[src/rtl/puf_chal_seq.sv]
// Challenge sequencer for the RWC PUF: issues bursts of challenges to
// rwc_ctrl, collects responses with timeout, streams them out, rests.
//
// Ports:
//   clk, resetn            : clock, synchronous active-low reset
//   start, abort, cont     : control (start/cont latched in IDLE)
//   chal_data, chal_addr   : challenge data / base address
//   gen_enable/data/addr   : launch interface to the generator
//   gen_available,
//   gen_rsp_pos/neg        : generator response
//   rsp_valid/ready/data,
//   rsp_idx, rsp_timeout   : response stream
//   busy, done, err_cnt    : status
module puf_chal_seq #(
  parameter int DATA_W      = 32,
  parameter int ADDR_W      = 10,
  parameter int NUM_CHAL    = 31,
  parameter int ADDR_STEP   = 1,
  parameter int TIMEOUT     = 1024,
  parameter int REST_CYCLES = 150_000_000
) (
  input  logic                clk,
  input  logic                resetn,
  input  logic                start,
  input  logic                abort,
  input  logic                cont,
  input  logic [DATA_W-1:0]   chal_data,
  input  logic [ADDR_W-1:0]   chal_addr,
  output logic                gen_enable,
  output logic [DATA_W-1:0]   gen_data,
  output logic [ADDR_W-1:0]   gen_addr,
  input  logic                gen_available,
  input  logic [DATA_W-1:0]   gen_rsp_pos,
  input  logic [DATA_W-1:0]   gen_rsp_neg,
  output logic                rsp_valid,
  input  logic                rsp_ready,
  output logic [2*DATA_W-1:0] rsp_data,
  output logic [15:0]         rsp_idx,
  output logic                rsp_timeout,
  output logic                busy,
  output logic                done,
  output logic [15:0]         err_cnt
);

  localparam int TW = $clog2(TIMEOUT);
  localparam int RW =
    (REST_CYCLES > 1) ? $clog2(REST_CYCLES) : 1;

  localparam logic [TW-1:0] TMO_LAST = TW'(TIMEOUT - 1);
  localparam logic [RW-1:0] REST_LAST = RW'(REST_CYCLES - 1);
  localparam logic [15:0] IDX_LAST = 16'(NUM_CHAL - 1);
  localparam logic [ADDR_W-1:0] STEP = ADDR_W'(ADDR_STEP);

  typedef enum logic [2:0] {
    IDLE,
    ISSUE,
    WAIT,
    OUT,
    REST
  } state_t;

  state_t state_q, state_d;

  logic                cont_q, cont_d;
  logic [DATA_W-1:0]   data_q, data_d;
  logic [ADDR_W-1:0]   base_q, base_d;
  logic [ADDR_W-1:0]   addr_q, addr_d;
  logic [15:0]         idx_q, idx_d;
  logic [TW-1:0]       tmo_q, tmo_d;
  logic [RW-1:0]       rest_q, rest_d;
  logic [2*DATA_W-1:0] rdat_q, rdat_d;
  logic                rtmo_q, rtmo_d;
  logic [15:0]         err_q, err_d;
  logic                en_q, en_d;
  logic                vld_q, vld_d;
  logic                busy_q, busy_d;
  logic                done_q, done_d;

  always_ff @(posedge clk) begin
    if (!resetn) begin
      state_q <= IDLE;
      cont_q  <= 1'b0;
      data_q  <= '0;
      base_q  <= '0;
      addr_q  <= '0;
      idx_q   <= '0;
      tmo_q   <= '0;
      rest_q  <= '0;
      rdat_q  <= '0;
      rtmo_q  <= 1'b0;
      err_q   <= '0;
      en_q    <= 1'b0;
      vld_q   <= 1'b0;
      busy_q  <= 1'b0;
      done_q  <= 1'b0;
    end else begin
      state_q <= state_d;
      cont_q  <= cont_d;
      data_q  <= data_d;
      base_q  <= base_d;
      addr_q  <= addr_d;
      idx_q   <= idx_d;
      tmo_q   <= tmo_d;
      rest_q  <= rest_d;
      rdat_q  <= rdat_d;
      rtmo_q  <= rtmo_d;
      err_q   <= err_d;
      en_q    <= en_d;
      vld_q   <= vld_d;
      busy_q  <= busy_d;
      done_q  <= done_d;
    end
  end

  always_comb begin
    state_d = state_q;
    cont_d  = cont_q;
    data_d  = data_q;
    base_d  = base_q;
    addr_d  = addr_q;
    idx_d   = idx_q;
    tmo_d   = tmo_q;
    rest_d  = rest_q;
    rdat_d  = rdat_q;
    rtmo_d  = rtmo_q;
    err_d   = err_q;

    unique case (state_q)
      IDLE: begin
        if (start) begin
          cont_d  = cont;
          data_d  = chal_data;
          base_d  = chal_addr;
          addr_d  = chal_addr;
          idx_d   = '0;
          state_d = ISSUE;
        end
      end
      ISSUE: begin
        tmo_d   = '0;
        state_d = WAIT;
      end
      WAIT: begin
        // a response in the last timeout cycle still wins
        if (gen_available) begin
          rdat_d  = {gen_rsp_neg, gen_rsp_pos};
          rtmo_d  = 1'b0;
          state_d = OUT;
        end else if (tmo_q == TMO_LAST) begin
          rdat_d  = '0;
          rtmo_d  = 1'b1;
          if (err_q != 16'hFFFF)
            err_d = err_q + 16'd1;
          state_d = OUT;
        end else begin
          tmo_d = tmo_q + TW'(1);
        end
      end
      OUT: begin
        if (rsp_ready) begin
          if (idx_q == IDX_LAST) begin
            rest_d  = '0;
            state_d = REST;
          end else begin
            idx_d   = idx_q + 16'd1;
            addr_d  = addr_q + STEP;
            state_d = ISSUE;
          end
        end
      end
      REST: begin
        if (rest_q == REST_LAST) begin
          if (cont_q) begin
            idx_d   = '0;
            addr_d  = base_q;
            state_d = ISSUE;
          end else begin
            state_d = IDLE;
          end
        end else begin
          rest_d = rest_q + RW'(1);
        end
      end
      default: state_d = IDLE;
    endcase

    if (abort) begin
      state_d = IDLE;
      err_d   = err_q;
    end
  end

  // outputs are registered from the next state so they line up
  // with the state they describe
  always_comb begin
    en_d   = (state_d == ISSUE);
    vld_d  = (state_d == OUT);
    busy_d = (state_d != IDLE);
    done_d = (state_d == REST) && (rest_d == REST_LAST);
  end

  assign gen_enable  = en_q;
  assign gen_data    = data_q;
  assign gen_addr    = addr_q;
  assign rsp_valid   = vld_q;
  assign rsp_data    = rdat_q;
  assign rsp_idx     = idx_q;
  assign rsp_timeout = rtmo_q;
  assign busy        = busy_q;
  assign done        = done_q;
  assign err_cnt     = err_q;

endmodule

[config.mk]
export PLATFORM = sky130hd
export DESIGN_NAME = puf_chal_seq
export DESIGN_NICKNAME = d
export VERILOG_FILES = /design/src/rtl/puf_chal_seq.sv
export SDC_FILE = /design/constraint.sdc
export NUM_CORES = 1
export LEC_CHECK = 0
export ABC_AREA = 0
export CORE_MARGIN = 3
export CORE_UTILIZATION = 31
export DETAILED_ROUTE_END_ITERATION = 8
export GPL_TIMING_DRIVEN = 0
export PLACE_DENSITY = 0.68
export REMOVE_ABC_BUFFERS = 1
export SLEW_MARGIN = 15
export SYNTH_ARGS = -nofsm -noshare
export SYNTH_HDL_FRONTEND = slang
export SYNTH_SLANG_ARGS = --single-unit
[constraint.sdc]
create_clock -name clk -period 3 [get_ports clk]
set_input_delay 0.6 -clock clk [delete_from_list [all_inputs] [get_ports clk]]
set_output_delay 0.6 -clock clk [all_outputs]
set_load 0.01 [all_outputs]
Word-level counts from Yosys, hierarchy flattened. Cells that the tools add are included.

Register bits: 195. Bits in latches: 0. Memory bits (writable): 0. ROM bits: 0. Input port bits: 113. Output and inout bits: 143. Logic and storage cells: 84. Memories kept: 0.

Add/sub/neg operators: 5. Multipliers: 0. Divide/modulo/power cells: 0. $lt $le $gt $ge: 0. Equality and inequality tests: 19. Shift operators: 0. Multiplexer cells: 32. Bitwise logic cells: 2. Reduce and logical (&&, ||, !) cells: 11.

Operators by type and width (count): $mux 64 (2); $mux 28 (3); $mux 16 (5); $mux 10 (7); $eq 28x28->1 const B (2); $pmux 28 s2 (1); $pmux 16 s3 (1); $add 16x1->16 const B (2); $pmux 10 s3 (1); $add 28x1->28 const B (1); $mux 3 (7); $add 10x1->10 const B (2); $pmux 10 s2 (1); $eq 16x5->1 const B (1); $ne 16x16->1 const B (1); $pmux 3 s5 (1); $ne 2x2->1 const B (7); $eq 10x10->1 const B (1); $eq 3x2->1 const B (3); $eq 3x1->1 const B (2); $eq 3x3->1 const B (2); $reduce_and 6->1 (1); $reduce_bool 3->1 (2); $reduce_and 5->1 (1); other kinds (7) (12).

Logic depth before layout (Yosys ltp). Gate-level depths: netlist of the first run.

Depth after elaboration: 7. Mapped depth: 10. Gate-level depth less buffers: 9.

Least setup slack after synthesis of the first run. Ideal clock, no wire load.

Path type: flip-flop to flip-flop. Start: register idx_q[1], in the netlist rsp_idx[1]. End: register done_q, in the netlist done. Setup time: 88 ps. Data arrival time: 2153 ps. Required time: 2912 ps. Setup slack: 759 ps. Stages on the path, launching flop included: 10. Buffers on the path: 1. Clock period less this slack: 2241 ps. Path through: dfxtp_1 > ha_1 > nor4b_2 > nand3_1 > o21a_1 > buf_2 > o31a_1 > a31oi_1 > nand4_1 > nor4_2.

Word-level cells in the longest chain between the ends: 7. Elaborated cells on any way between the ends: 11. Classes of those cells: eq/ne (3); mux (7); reduce/logical (1).

RTL lines: start: declaration (line 68) `logic [15:0] idx_q, idx_d;`; start signal: assignment (line 102) `idx_q <= idx_d;`; $eq 16x5->1 (*) (line 161) `if (idx_q == IDX_LAST) begin`; $mux 3 (line 161); $mux 3 (line 160) `if (rsp_ready) begin`; $pmux 3 s5 (line 128) `unique case (state_q)`; $mux 3 (line 187) `if (abort) begin`; $eq 3x3->1 (line 199) `done_d = (state_d == REST) && (rest_d == REST_LAST);`; $logic_and 1x1->1 (*) (line 199); end signal: assignment (line 111) `done_q <= done_d;`; end: declaration (line 77) `logic done_q, done_d;`.

Mark *: on every way between the ends. The rest lies on a longest branch, timed or not. A chain may end at the register's enable or synchronous reset.

Worst setup path in the final report of the first run.
Start: input port rsp_ready. End: register done_q, in the netlist done.

Word-level cells in the longest chain between the ends: 5. Elaborated cells on any way between the ends: 8. Classes of those cells: eq/ne (2); mux (5); reduce/logical (1).

RTL lines: start: declaration (line 36) `input logic rsp_ready,`; $mux 3 (line 160); $pmux 3 s5 (line 128); $mux 3 (line 187); $eq 3x3->1 (line 199); $logic_and 1x1->1 (*) (line 199).

Marks and branches as above.

==> results.cfg, run 1 <==
[outcome]
outcome = completed

[detailed_routing]
vias = 8671
post_drt_wl_per_cell_um = 16.4
drt_wl_total_um = 27700
ant_nets = 0
drc = 0
first_pass_iters = 5
drtIter0Drc = 597
routed_via_density = 5.13

[placement]
gp_congestion = 0.852
portBuffers = 255
dpl.hpwl_um = 19200
place_inst = 1656

[die]
die_y_um = 173
initial_core_util_pct = 31.8
io_pins = 256
dieArea_um2 = 29900
core-area_um2 = 27200
rows = 60
die_width_um = 173

[pwr]
clkPwrFrac_pct = 42.1
power.density_nw_per_um2 = 450
power_switching_share_pct = 26.2
intPower_mw = 4.06
p_sw_mw = 1.44
power_leakage_nw = 4.14
worst_ir_drop_vdd_v = 0.000308
power_frac_seq_pct = 48.8
combPwrFrac_pct = 9.1

[yosys]
netlist_instances = 1083
synthArstFlopShare_pct = 0
synth_cell_types = 71
synth_edf_count = 0
yosys_warnings = 0
seq_area_frac_synth_pct = 45.2
synth_seq_cells = 195
syn_area_um2 = 8630
synth.avg_cell_area_um2 = 7.97
synthFlopType = dfxtp_1

[min_path]
hp-class = flop to flop

[setup_path]
cp_cell_sequence = clkdlybuf4s50_1, nand4b_1, or2_1, o21a_2, o31a_1, a31oi_1, nand4_1, nor4_2
cp.required_ns = 3.31
slowest_delay_ns = 0.59
crit_path_end_kind = flop
worstPathArrival_ns = 3.20
crit_type = input pin to flop
critPathLaunchType = input pin
cp_slowest_cell = clkdlybuf4s50_1
worstPathMaxFanout = 12

[final_layout]
area_growth_pct = 41.5
n_fill_cell = 2701
drive_gt1_share_pct = 6.22
multi_input_area_um2 = 4470
regArea_um2 = 3910
instances_no_fill = 1691
final_nets = 1424

[grt]
grt_usage_pct = 17.9
grt_pass1_vias = 8139
grt_max_degree = 89
grt-ovfl-total = 0
grt_pass1_wl_um = 44400
grt_antenna_before_repair = 1

[clocking]
clk_pin_slew_ns = 0.08
clock_latency_ns = 0.44
cts_buffers = 17
cts_sinks = 195
htreeDepth = 4
cts_buffer_depth = 2
cts_tree = built
cts-root-buf = clkbuf_16

[timing]
whs_ns = 0.454
grt_setup_unrepaired = yes
hold_violations = 0
layout_min_cycle_time_ns = 2.89
fin_crit_sh_pct = 96.3
slew_headroom_pct = 33.2
slew_violations = 0
fin_worst_skew_ns = 0.0184
final-setup-viol-count = 0
fmax_mhz = 346
tightestPinTransition_ns = 0.993

[flow_run]
cap_violations = 0
critical path, delay by kind of cell:
kind,cells,cell delay [ns]
buf+inv,1,0.59
simple gates,4,1.13
compound gates,3,0.88
layer usage:
layer | up-vias | global-route usage, % | part of all wire [%]
li1 | 4265 | - | -
met1 | 4089 | 23.0 | 43
met2 | 285 | 29.4 | 48
met3 | 32 | 5.05 | 7.1
met4 | 0 | 5.17 | 2.1
met5 | - | 0 | 0
layout make-up:
class                      count  share of cell area, %
multi-input combinational    806                   36.6
timing repair buffer         270                   22.3
clock inverter                14                   1.28
clock buffer                  18                   3.59
sequential                   195                   32.0
tap                          372                   3.81
antenna                        1                 0.0205
inverter                      15                  0.502
power groups by stage:
stage / Combinational, mW / Clock (mW) / Sequential, mW
2_1_floorplan: 0.152 / 0 / 2.76
3_3_place_gp: 0.489 / 0 / 2.74
3_5_place_dp: 0.501 / 0 / 2.75
4_1_cts: 0.505 / 2.38 / 2.68
5_1_grt: 0.547 / 2.50 / 2.69
6_report: 0.502 / 2.32 / 2.69
cell usage in the layout (no fill, tap or decap), drive strengths merged, types with 11 or more instances in the layout:
master and n:
clkbuf 18, inv 22, o21ai 37, nand3 102
nor3 17, xnor2 14, and3 15, a31oi 13
nand2 202, dfxtp 195, nor4 11, nor2 82
a21oi 140, xor2 24, and2 12, nand4 27
buf 16, clkdlybuf4s50 254
stage by stage:
stage	utilization (%)	cell area (um2)	setup TNS, ns	power (mW)	setup slack (ns)
detailed placement	42.6	11600	-4.28	3.25	-0.393
finish	45.0	12200	0	5.50	0.110
CTS	44.8	12200	0	5.57	0.00233
global placement	41.8	11400	-621.89	3.23	-5.50
global route	45.0	12200	-0.0455	5.74	-0.0455
floorplan	-	8350	-147.97	2.91	-2.18
synth_stat cells (4+ instances only):
cell type	n	area share, %
nand4_1	26	1.9
inv_1	15	0.65
a22oi_1	6	0.52
a31oi_1	13	0.94
nand4b_1	4	0.41
o211ai_1	4	0.35
or3_1	8	0.58
xnor2_1	14	1.4
ha_1	6	0.87
nand3_1	101	5.9
o211a_1	6	0.70
nand2_1	202	8.8
nor4_1	8	0.58
nor2_1	82	3.6
o21ai_0	33	1.9
buf_2	12	0.70
dfxtp_1	195	45
a21oi_1	138	8.0
xor2_1	24	2.4
o21a_1	4	0.35
or2_2	5	0.36
and2_1	12	0.87
nor3_1	16	0.93
and3_1	14	1.0
a221oi_1	4	0.41
clkbuf_1	52	2.3
and4_1	6	0.61
cell families after synthesis:
group                    synth area share (%)
flip-flops                               45.2
AND/OR/NAND/NOR                          28.7
adder cells (fa/ha/maj)                 0.869
buffers and inverters                    3.96
multiplexers                            0.232
XOR/XNOR                                 3.85
AO/OA/AOI/OAI                            17.1
what timing repair did:
item,CTS,global route
hold buffers,0,0
buffers inserted,1,0
pin swaps,0,1
gates resized for setup,2,7
endpoints found under the setup margin,1,9
cloned,0,1
registers in the layout, indices dropped and copies added (netlist names):
name and count:
gen_enable 1, err_cnt 16, gen_addr 10, gen_data 32
rsp_data 64, cont_q 1, base_q 10, state_q 3
busy 1, rsp_valid 1, done 1, rest_q 28
rsp_idx 16, tmo_q 10, rsp_timeout 1
final timing paths:
kind	from	to	slack [ns]	depth (start not counted)
worst max register to register	rsp_idx[0]$_SDFFE_PN0P_	done$_SDFF_PN0_	0.13	9
worst min-delay path	gen_data[9]$_SDFFE_PN0P_	gen_data[9]$_SDFFE_PN0P_	0.45	2
worst max-delay path	rsp_ready	done$_SDFF_PN0_	0.11	8
worst min register to register	gen_data[9]$_SDFFE_PN0P_	gen_data[9]$_SDFFE_PN0P_	0.45	2
Note: power is estimated with default switching activity, not from simulation.
==> run 2: changes to the inputs <==
CORE_ASPECT_RATIO = 1.75   (was unset)
SLEW_MARGIN = unset   (was 15)
==> results.cfg, run 2 (same netlist as run 1, synthesis figures left out) <==
[timing]
grt_setup_unrepaired = no
fmax_mhz = 346
layout_min_cycle_time_ns = 2.89
slew_violations = 0
tns_ns = 0
fin_worst_skew_ns = 0.00724
hold_violations = 0
final-setup-viol-count = 0
fin_crit_sh_pct = 96.3
slew_headroom_pct = 26.2
tightestPinTransition_ns = 1.10

[detailed_routing]
post_drt_wl_per_cell_um = 16.6
drt_wl_total_um = 28100
drtIter0Drc = 431
drc = 0
first_pass_iters = 5
vias = 8693
routed_via_density = 5.15
ant_nets = 0

[final_layout]
n_fill_cell = 2625
most-common-layout-cells = clkdlybuf4s50_1, nand2_1, dfxtp_1, a21oi_1, nand3_1
instances_no_fill = 1688
final_common_cell = clkdlybuf4s50_1
area_growth_pct = 41.8
drive_gt1_share_pct = 6.22
utilization_pct = 44.8
final_nets = 1425
largest_register_ff_count = 64
diodes = 0
final_cell_area_um2 = 12200

[setup_path]
cp.required_ns = 3.36
critPathLaunchType = flop
crit_type = flop to flop
worstPathMaxFanout = 16
worstPathArrival_ns = 3.25
crit_path_end_kind = flop

[pwr]
power_leakage_nw = 4.13
worst_ir_drop_vdd_v = 0.000360
power.density_nw_per_um2 = 443

[placement]
gp_congestion = 0.847
dpl.hpwl_um = 20500
dpl_cell_area_um2 = 11600
portBuffers = 255
place_inst = 1654

[clocking]
cts_sinks = 195
cts-root-buf = clkbuf_16
cts_tree = built
cts_buffers = 17
cts_buffer_depth = 2
clock_latency_ns = 0.45
clk_pin_slew_ns = 0.07
htreeDepth = 4
cts_hold_buf = 0

[die]
rows = 80
die_y_um = 227
core-area_um2 = 27300
dieArea_um2 = 30000
io_pins = 256
die_width_um = 132
initial_core_util_pct = 31.6

[grt]
grt-ovfl-total = 0
grt_pass1_vias = 8344
grt_antenna_before_repair = 0
grt_pass1_wl_um = 43900
grt_usage_pct = 18.1
grt_max_degree = 89

[outcome]
outcome = completed

[flow_run]
cap_violations = 0

[min_path]
hp-class = flop to flop
[run 2: through the flow]
stage | worst slack (ns) | hold WS (ns) | power [mW]
after floorplan | -2.18 | 0.436 | 2.91
after global placement | -5.15 | 0.442 | 3.23
after detailed placement | -0.314 | 0.446 | 3.25
after CTS | 0.0276 | 0.455 | 5.49
after global routing | 0.0145 | 0.472 | 5.61
final | 0.111 | 0.453 | 5.42
[run 2: path summary, 6_finish.rpt]
| check | startpoint | to | slack (ns) | depth (start not counted) |
|---|---|---|---|---|
| worst min-delay path | gen_data[16]$_SDFFE_PN0P_ | gen_data[16]$_SDFFE_PN0P_ | 0.45 | 2 |
| worst max register to register | rsp_idx[9]$_SDFFE_PN0P_ | rsp_idx[1]$_SDFFE_PN0P_ | 0.11 | 6 |
| worst max-delay path | rsp_idx[9]$_SDFFE_PN0P_ | rsp_idx[1]$_SDFFE_PN0P_ | 0.11 | 6 |
| worst min register to register | gen_data[16]$_SDFFE_PN0P_ | gen_data[16]$_SDFFE_PN0P_ | 0.45 | 2 |
[run 2: area by class of cell]
type | count | area [um2] | share of cell area, %
clock buffers | 21 | 460 | 3.76
clock inverters | 11 | 104 | 0.848
inverters | 15 | 61.3 | 0.501
multi-input cells | 806 | 4450 | 36.4
flip-flops and latches | 195 | 3910 | 31.9
well taps | 369 | 462 | 3.77
repair buffers | 271 | 2790 | 22.8
[run 2: per-layer routing]
metal / vias to the layer above / global-route usage, % / part of all wire (%)
met4: 0 / 10.2 / 4.5
met3: 69 / 4.20 / 4.9
met2: 259 / 32.9 / 53
met5: - / 0 / 0
li1: 4270 / - / -
met1: 4095 / 19.3 / 37
[run 2: repair_timing]
action / CTS / global route
pin swaps: 0 / 1
setup buffers: 0 / 1
cloned: 0 / 1
resized for setup: 4 / 7
endpoints found under the setup margin: 17 / 26
[run 2: worst max-delay path, stage by stage, from the launching register on]
cell and delay (ns):
dfxtp_1 0.38, nor4_1 0.65, nand4_1 0.25, o21ai_1 0.46, nand2b_1 0.45, o21ai_2 0.28
a211oi_1 0.32
[run 2: power by group]
part	internal [mW]	leakage, nW	switching [mW]	total, mW
combinational	0.279	2.27	0.227	0.506
clock	1.19	0.274	1.03	2.23
sequential	2.64	1.58	0.0412	2.69
